--- src/rtl/cpu_pkg.sv ---
// ============================================================================
// Module  : cpu_pkg
// Brief   : Shared widths and index/tag types for the commit/RAT slice.
// Revision: 1.0 - initial release
// ============================================================================
`default_nettype none

package cpu_pkg;
    localparam int XLEN  = 32;
    localparam int NREG  = 32;
    localparam int TAG_W = 6;

    typedef logic [4:0]       reg_idx_t;
    typedef logic [TAG_W-1:0] rob_tag_t;
endpackage

`default_nettype wire

--- src/rtl/rat_table.sv ---
// ============================================================================
// Module  : rat_table
// Brief   : Register alias table: busy bit and producer ROB tag per register.
// Revision: 1.0 - initial release
// ============================================================================
`default_nettype none

module rat_table
    import cpu_pkg::*;
(
    input  logic     clk,
    input  logic     rst,
    input  logic     flush,
    input  logic     disp_valid,
    input  logic     disp_reg_write,
    input  reg_idx_t disp_rd,
    input  rob_tag_t disp_tag,
    input  logic     commit_valid,
    input  logic     commit_we,
    input  reg_idx_t commit_dest,
    input  rob_tag_t commit_tag,
    input  reg_idx_t rs1_addr,
    output logic     rs1_busy,
    output rob_tag_t rs1_tag,
    input  reg_idx_t rs2_addr,
    output logic     rs2_busy,
    output rob_tag_t rs2_tag
);

    logic     r_busy [NREG];
    rob_tag_t r_tag  [NREG];

    logic w_commit_wr;
    logic w_disp_wr;

    assign w_commit_wr = commit_valid & commit_we;
    assign w_disp_wr   = disp_valid & disp_reg_write & ~flush;

    generate
        for (genvar i = 0; i < NREG; i++) begin : g_entry
            localparam bit c_WRITABLE = (i != 0);
            logic w_set;
            logic w_clr;

            assign w_set = c_WRITABLE & w_disp_wr & (disp_rd == reg_idx_t'(i));
            assign w_clr = w_commit_wr & (commit_dest == reg_idx_t'(i))
                         & (r_tag[i] == commit_tag);

            // Priority flush > dispatch > commit clear: a younger dispatch keeps ownership.
            always_ff @(posedge clk or negedge rst) begin
                if (!rst) begin
                    r_busy[i] <= 1'b0;
                    r_tag[i]  <= '0;
                end else if (flush) begin
                    r_busy[i] <= 1'b0;
                    r_tag[i]  <= '0;
                end else if (w_set) begin
                    r_busy[i] <= 1'b1;
                    r_tag[i]  <= disp_tag;
                end else if (w_clr) begin
                    r_busy[i] <= 1'b0;
                end
            end
        end
    endgenerate

    // A commit retiring the current producer makes the operand ready this cycle.
    function automatic logic lookup_busy(input reg_idx_t a);
        return (a != '0) && r_busy[a]
               && !(w_commit_wr && (commit_dest == a) && (r_tag[a] == commit_tag));
    endfunction

    assign rs1_busy = lookup_busy(rs1_addr);
    assign rs1_tag  = rs1_busy ? r_tag[rs1_addr] : '0;
    assign rs2_busy = lookup_busy(rs2_addr);
    assign rs2_tag  = rs2_busy ? r_tag[rs2_addr] : '0;

endmodule

`default_nettype wire

--- src/rtl/commit_regfile_rat.sv ---
// ============================================================================
// Module  : commit_regfile_rat
// Brief   : Architectural register file with commit bypass, RAT and retire count.
// Revision: 1.0 - initial release
// ============================================================================
`default_nettype none

module commit_regfile_rat
    import cpu_pkg::*;
(
    input  logic            clk,
    input  logic            rst,
    input  logic            flush,
    input  logic            disp_valid,
    input  logic            disp_reg_write,
    input  reg_idx_t        disp_rd,
    input  rob_tag_t        disp_tag,
    input  logic            commit_valid,
    input  logic            commit_we,
    input  reg_idx_t        commit_dest,
    input  logic [XLEN-1:0] commit_value,
    input  rob_tag_t        commit_tag,
    input  reg_idx_t        rs1_addr,
    output logic [XLEN-1:0] rs1_data,
    output logic            rs1_busy,
    output rob_tag_t        rs1_tag,
    input  reg_idx_t        rs2_addr,
    output logic [XLEN-1:0] rs2_data,
    output logic            rs2_busy,
    output rob_tag_t        rs2_tag,
    output logic [31:0]     retired_cnt
);

    logic [XLEN-1:0] r_regs [NREG];
    logic [31:0]     r_retired_cnt;
    logic            w_rf_wr;

    assign w_rf_wr = commit_valid & commit_we & (commit_dest != '0);

    always_ff @(posedge clk or negedge rst) begin
        if (!rst) begin
            for (int i = 0; i < NREG; i++) begin
                r_regs[i] <= '0;
            end
            r_retired_cnt <= '0;
        end else begin
            if (w_rf_wr) begin
                r_regs[commit_dest] <= commit_value;
            end
            if (commit_valid) begin
                r_retired_cnt <= r_retired_cnt + 32'd1;
            end
        end
    end

    function automatic logic [XLEN-1:0] read_data(input reg_idx_t a);
        if (a == '0)                          return '0;
        else if (w_rf_wr && commit_dest == a) return commit_value;
        else                                  return r_regs[a];
    endfunction

    assign rs1_data    = read_data(rs1_addr);
    assign rs2_data    = read_data(rs2_addr);
    assign retired_cnt = r_retired_cnt;

    rat_table u_rat (
        .clk            (clk),
        .rst            (rst),
        .flush          (flush),
        .disp_valid     (disp_valid),
        .disp_reg_write (disp_reg_write),
        .disp_rd        (disp_rd),
        .disp_tag       (disp_tag),
        .commit_valid   (commit_valid),
        .commit_we      (commit_we),
        .commit_dest    (commit_dest),
        .commit_tag     (commit_tag),
        .rs1_addr       (rs1_addr),
        .rs1_busy       (rs1_busy),
        .rs1_tag        (rs1_tag),
        .rs2_addr       (rs2_addr),
        .rs2_busy       (rs2_busy),
        .rs2_tag        (rs2_tag)
    );

endmodule

`default_nettype wire

--- config.mk ---
export PLATFORM = sky130hd
export DESIGN_NAME = commit_regfile_rat
export DESIGN_NICKNAME = d
export VERILOG_FILES = /design/src/rtl/cpu_pkg.sv /design/src/rtl/rat_table.sv /design/src/rtl/commit_regfile_rat.sv
export SDC_FILE = /design/constraint.sdc
export NUM_CORES = 2
export LEC_CHECK = 0
export ABC_CLOCK_PERIOD_IN_PS = 8100
export CORE_UTILIZATION = 54
export DETAILED_ROUTE_END_ITERATION = 16
export GPL_TIMING_DRIVEN = 0
export PLACE_DENSITY = 0.71
export SYNTH_ARGS = -nofsm -noshare
export SYNTH_HDL_FRONTEND = slang
export SYNTH_SLANG_ARGS = --single-unit
--- constraint.sdc ---
create_clock -name clk -period 8.1 [get_ports clk]
set_input_delay 2.43 -clock clk [delete_from_list [all_inputs] [get_ports clk]]
set_output_delay 2.43 -clock clk [all_outputs]
set_load 0.05 [all_outputs]
Word-level counts from Yosys, hierarchy flattened
Cells that the tools add are included.
{"block": "op_classes", "bitwise_logic": 103, "n_lt_le_gt_ge": 4, "n_addsub": 1, "n_reduce_logical": 83, "eq_ne": 97, "muxes": 184}
{"cell": "$bwmux W1024", "n": 1}
{"cell": "$mux W6", "n": 68}
{"cell": "$bmux W32 S5", "n": 2}
{"cell": "$mux W32", "n": 9}
{"cell": "$eq A6 B6 Y1", "n": 33}
{"cell": "$demux W32 S5", "n": 1}
{"cell": "$eq A5 B5 Y1 const B", "n": 32}
{"cell": "$and A1 B1 Y1", "n": 99}
{"cell": "$mux W1", "n": 99}
{"cell": "$reduce_bool A3 Y1", "n": 31}
{"cell": "$eq A5 B4 Y1 const B", "n": 16}
{"cell": "$reduce_bool A2 Y1", "n": 32}
{"cell": "$bmux W6 S5", "n": 2}
{"cell": "$eq A5 B3 Y1 const B", "n": 8}
{"cell": "$add A32 B1 Y32 const B", "n": 1}
{"cell": "$eq A5 B2 Y1 const B", "n": 4}
{"cell": "$ge A6 B6 Y1 const B", "n": 3}
{"cell": "$not A5 Y6", "n": 3}
{"cell": "$logic_not A5 Y1", "n": 3}
{"cell": "$reduce_bool A5 Y1", "n": 3}
{"cell": "$logic_and A1 B1 Y1", "n": 11}
{"cell": "$bmux W1 S5", "n": 2}
{"cell": "$eq A5 B1 Y1 const B", "n": 2}
{"cell": "$eq A5 B5 Y1", "n": 2}
{"cell": "other kinds (4)", "n": 5}
{"block": "word_totals", "output_inout_bits": 110, "elab_cells": 568, "in_bits": 71, "regBits": 1274}

Logic depth before layout (Yosys ltp)
{"block": "logic_depth", "depth_word": 9, "mapped_depth": 12}

Cells and area by module
From an unflattened synthesis, not the netlist that was laid out.
{"block": "hier_totals", "cells_unflattened": 5390, "area_unflattened_um2": 71751.3}
{"mod": "commit_regfile_rat", "cells_per_inst": 3860, "n_inst": 1, "area_each_um2": 56455.4, "seq_area_each_um2": 26425.3}
{"mod": "rat_table", "cells_per_inst": 1530, "n_inst": 1, "area_each_um2": 15295.9, "seq_area_each_um2": 5430.2}

Least setup slack after synthesis
OpenSTA, ideal clock, no wires.
{"block": "synth_path", "path_kind": "input to output", "startpoint": "input port rs1_addr[2]", "endpoint": "output port rs1_tag[1]", "t_required_ps": 5670, "t_arrival_ps": 5274, "cell_stages": 9, "path_buffers": 2, "slack_ps": 396, "path_cell_list": "buf_4 > clkbuf_1 > mux4_2 > a22oi_1 > o41ai_1 > o31a_1 > o221ai_2 > nor4_4 > nor3b_1"}
{"block": "synth_via", "elab_chain_cells": 9}
{"element": "start, declared", "line": "commit_regfile_rat.sv:23", "rtl": "input reg_idx_t rs1_addr,"}
{"element": "$not A5 Y6 (not written as such)", "line": "rat_table.sv:69, rat_table.sv:70, rat_table.sv:74"}
{"element": "$bmux W6 S5", "line": "rat_table.sv:70, rat_table.sv:74"}
{"element": "$mux W6 (not written as such) (2 in series)", "line": "rat_table.sv:70, rat_table.sv:74"}
{"element": "$eq A6 B6 Y1", "line": "rat_table.sv:70", "rtl": "&& !(w_commit_wr && (commit_dest == a) && (r_tag[a] == commit_tag));"}
{"element": "$logic_and A1 B1 Y1", "line": "rat_table.sv:70"}
{"element": "$logic_not A1 Y1", "line": "rat_table.sv:70"}
{"element": "$logic_and A1 B1 Y1", "line": "rat_table.sv:70"}
{"element": "$mux W6 (*)", "line": "rat_table.sv:74", "rtl": "assign rs1_tag = rs1_busy ? r_tag[rs1_addr] : '0;"}
{"element": "end, declared", "line": "commit_regfile_rat.sv:26", "rtl": "output rob_tag_t rs1_tag,"}
Mark *: on every way between the ends. The rest lies on a longest branch, timed or not. The select of a mux whose other input is x is not followed.

Final worst setup path
{"block": "layout_path", "startpoint": "input port rs2_addr[2]", "endpoint": "output port rs2_data[26]"}
{"block": "layout_via", "elab_chain_cells": 6}
{"element": "start, declared", "line": "commit_regfile_rat.sv:27", "rtl": "input reg_idx_t rs2_addr,"}
{"element": "$not A5 Y6 (not written as such)", "line": "commit_regfile_rat.sv:59", "rtl": "else return r_regs[a];"}
{"element": "$bmux W32 S5", "line": "commit_regfile_rat.sv:59"}
{"element": "$mux W32 (not written as such) (2 in series)", "line": "commit_regfile_rat.sv:59"}
{"element": "$mux W32", "line": "commit_regfile_rat.sv:58", "rtl": "else if (w_rf_wr && commit_dest == a) return commit_value;"}
{"element": "$mux W32 (*)", "line": "commit_regfile_rat.sv:57", "rtl": "if (a == '0) return '0;"}
{"element": "end, declared", "line": "commit_regfile_rat.sv:28", "rtl": "output logic [XLEN-1:0] rs2_data,"}
Marked as above.

==> results.py <==
metrics = {
    "floorplanning": {
        "coreArea_mm2": 0.131,
        "row_count": 133,
        "die_height_um": 366,
        "io_pins": 181,
        "initial_core_util_pct": 54.4,
        "die_x_um": 366,
        "dieArea_mm2": 0.134,
    },
    "hold_path": {
        "hold_start": "retired_cnt[31]",
        "hold_depth": 1,
        "hp-class": "reg -> reg",
        "min_to": "retired_cnt[31]",
    },
    "drt": {
        "top_layer_used": "met5",
        "vias_per_cell": 7.34,
        "wirelength_um": 291000,
        "ant_nets": 0,
        "dr_wl_met3_um": 42600,
        "dr.pass1.iters": 6,
        "vias": 52300,
        "wl_met2_um": 122000,
        "drc": 0,
        "initialDrtViolationCount": 7961,
        "wl_met1_um": 102000,
        "routedWlPerCell_um": 40.9,
    },
    "place": {
        "dpl_cell_area_mm2": 0.0755,
        "gp_congestion": 1.07,
        "io_buffer_count": 162,
        "dp.final_hpwl_um": 198000,
    },
    "cts": {
        "root_buffer": "clkbuf_16",
        "clkLatencyLatePin_ns": 0.81,
        "cts_buffers": 143,
        "cts_tree": "yes",
        "cts.sinks": 1273,
        "clk_pin_slew_ns": 0.05,
        "cts_buffer_depth": 3,
        "htreeDepth": 4,
    },
    "layout": {
        "finalInstanceArea_mm2": 0.0811,
        "finalNetCount": 5322,
        "synthToLayoutAreaGrowth_pct": 13.6,
        "layout-drive-gt1-share_pct": 44.0,
    },
    "sta": {
        "layout_min_cycle_time_ns": 8.21,
        "slew_headroom_pct": -10.1,
        "setup_viol": 22,
        "finalHoldViolCount": 0,
        "setup_ws_ns": -0.107,
        "fmax_mhz": 122,
        "rsz0062_at_grt": "true",
        "worst_slew_pin_slew_ns": 1.64,
        "clock_skew_ns": 0.0234,
        "slew_violations": 85,
        "finalCritPeriodShare_pct": 101,
        "whs_ns": 0.470,
    },
    "power": {
        "pwr-share-clk_pct": 37.6,
        "pwr-share-seq_pct": 42.7,
        "internal_power_mw": 12.5,
        "switching_power_mw": 5.16,
        "leakagePower_nw": 35.5,
        "swShare_pct": 29.2,
        "pwr-share-comb_pct": 19.7,
        "finalPower_mw": 17.7,
        "ir_drop_mv": 0.250,
        "pwr_density_cell_mw_per_mm2": 218,
    },
    "run": {
        "max_cap_viol_count": 10,
    },
    "critical_path": {
        "criticalPathCategory": "in -> out",
        "cp-startpoint": "rs2_addr[2]",
        "critPathCaptureType": "output pin",
        "reg2reg_slack_ns": 5.71,
        "r2r_start": "retired_cnt[6]",
        "cp.arrival_ns": 5.78,
        "reg2reg_depth": 7,
        "critPathMaxFanout": 10,
        "cp.required_ns": 5.67,
        "start_kind": "input port",
        "worstReg2RegEnd": "retired_cnt[29]",
    },
    "grt": {
        "antenna_found_initial": 15,
        "grt_max_degree": 181,
        "grt_use_total_pct": 44.3,
        "grt_pass1_vias": 51600,
        "grt_pass1_wl_um": 403000,
        "grt_overflow": 0,
    },
    "yosys": {
        "syn_inst": 4926,
        "avgSynthCellArea_um2": 14.5,
        "synth.distinct_cells": 69,
        "netlist_area_mm2": 0.0714,
        "syn_nets": 4998,
        "ys_warn_count": 0,
        "ys_ff_latch": 1273,
        "synth-seq-area-share_pct": 44.6,
        "synth_edf_count": 0,
        "synth_ff_type": "dfrtp_1",
        "synthArstFlopShare_pct": 100,
    },
    "outcome": {
        "status": "finished with violations",
        "violations": "capacitance limit, slew limit, setup timing",
    },
}
[cells in the mapped netlist (13+ instances only)]
| master | instances | share of area, % |
|---|---|---|
| a211oi_1 | 71 | 0.75 |
| a21oi_1 | 47 | 0.33 |
| a31o_2 | 17 | 0.21 |
| and3_1 | 21 | 0.18 |
| buf_1 | 88 | 0.46 |
| buf_2 | 127 | 0.89 |
| buf_4 | 42 | 0.44 |
| buf_6 | 26 | 0.41 |
| clkbuf_1 | 244 | 1.3 |
| dfrtp_1 | 1273 | 45 |
| mux2_2 | 1009 | 16 |
| mux2i_1 | 284 | 4.0 |
| mux4_2 | 702 | 22 |
| nand2_1 | 123 | 0.65 |
| nand2b_1 | 13 | 0.11 |
| nand3_1 | 65 | 0.46 |
| nand4_1 | 41 | 0.36 |
| nor2_1 | 276 | 1.5 |
| nor2b_1 | 19 | 0.17 |
| nor3_1 | 20 | 0.14 |
| nor4_1 | 36 | 0.32 |
| o21ai_0 | 14 | 0.098 |
| xnor2_1 | 117 | 1.4 |
| xor2_1 | 114 | 1.4 |
[registers in the layout (all words and copies together), names as in the netlist]
register and count:
u_rat.r_tag 186, u_rat.r_busy 31, r_regs 1024, retired_cnt 32
[power groups by stage]
stage | registers, mW | clock network [mW] | logic [mW]
2_1_floorplan | 7.52 | 0 | 2.22
3_3_place_gp | 7.64 | 0 | 3.28
3_5_place_dp | 7.63 | 0 | 3.35
4_1_cts | 7.53 | 6.65 | 3.40
5_1_grt | 7.63 | 6.92 | 3.59
6_report | 7.56 | 6.65 | 3.49
[how the worst max path moves through the flow]
| stage | slack, ns | endpoint | cells past startpoint |
|---|---|---|---|
| finish | -0.11 | rs2_data[26] | 11 |
| global route | -0.04 | rs1_tag[2] | 13 |
| CTS | 0.007 | rs2_data[23] | 10 |
| detailed placement | -2.27 | rs1_data[1] | 12 |
| global placement | -54.20 | r_regs[13] | 1 |
| floorplan | 0.40 | rs1_tag[1] | 9 |
[cell type report]
cell class / count / area [µm²]
Multi-Input combinational cell: 3115 / 37400
Buffer: 529 / 3170
Tap cell: 1755 / 2200
Clock buffer: 212 / 4200
Sequential cell: 1273 / 31900
Clock inverter: 41 / 493
Inverter: 8 / 33.8
Antenna cell: 8 / 20.0
Fill cell: 9916 / 50200
Timing Repair Buffer: 180 / 1710
[cell usage in the layout, fill, tap and decap left out, drive strengths merged, types with 5 or more instances in the layout]
cell,n
a211oi,72
a21oi,47
a221oi,5
a22oi,10
a31o,20
a31oi,6
and2,6
and3,21
and4,5
buf,346
bufinv,7
clkbuf,472
clkdlybuf4s15,17
clkdlybuf4s50,82
clkinv,27
dfrtp,1273
diode,8
inv,12
mux2,1010
mux2i,285
mux4,709
nand2,124
nand2b,13
nand3,65
nand3b,5
nand4,41
nor2,276
nor2b,19
nor3,25
nor3b,8
nor4,40
o211ai,6
o21ai,15
o22ai,5
or2,5
xnor2,117
xor2,114
[logic make-up (layout without fill, tap and decap cells)]
family	after synthesis	count (layout)	share of synthesized area, %
adders and majority gates	1	1	0.0175
AOI/OAI and AO/OA	216	216	2.17
and+or+nand+nor	663	663	4.43
other	0	8	0
xor gates and xnor gates	231	231	2.83
buffers and inverters	538	970	3.61
muxes	2004	2004	42.3
DFF	1273	1273	44.6
[worst max-delay path, cell delays in order]
cell             delay, ns
clkdlybuf4s50_1       0.46
buf_4                 0.24
buf_6                 0.19
buf_6                 0.17
buf_6                 0.18
buf_6                 0.20
nor4_2                0.69
buf_4                 0.34
clkbuf_4              0.37
a211oi_1              0.10
clkdlybuf4s15_2       0.36
[timing repair]
item | 4_1_cts | 5_1_grt
endpoints found under the setup margin | 78 | 73
pin swaps | 11 | 4
setup buffers | 7 | 2
hold buffers | 0 | 0
gates resized for setup | 624 | 100
[routing by layer]
layer	global-route usage, %	vias up
met3	19.6	1259
met2	61.6	4339
met5	1.31	-
met4	30.3	19
met1	55.4	27200
li1	-	19400
[through the flow]
step	instances	setup TNS (ns)	utilization [%]	worst slack, ns
final	7121	-0.877	61.8	-0.107
after global routing	7114	-0.0752	61.8	-0.0364
after CTS	7111	0	61.7	0.00707
after detailed placement	6852	-126.40	57.5	-2.27
after global placement	6843	-	57.3	-54.20
after floorplan	4926	0	-	0.396
Power figures use the tool's default switching activity.
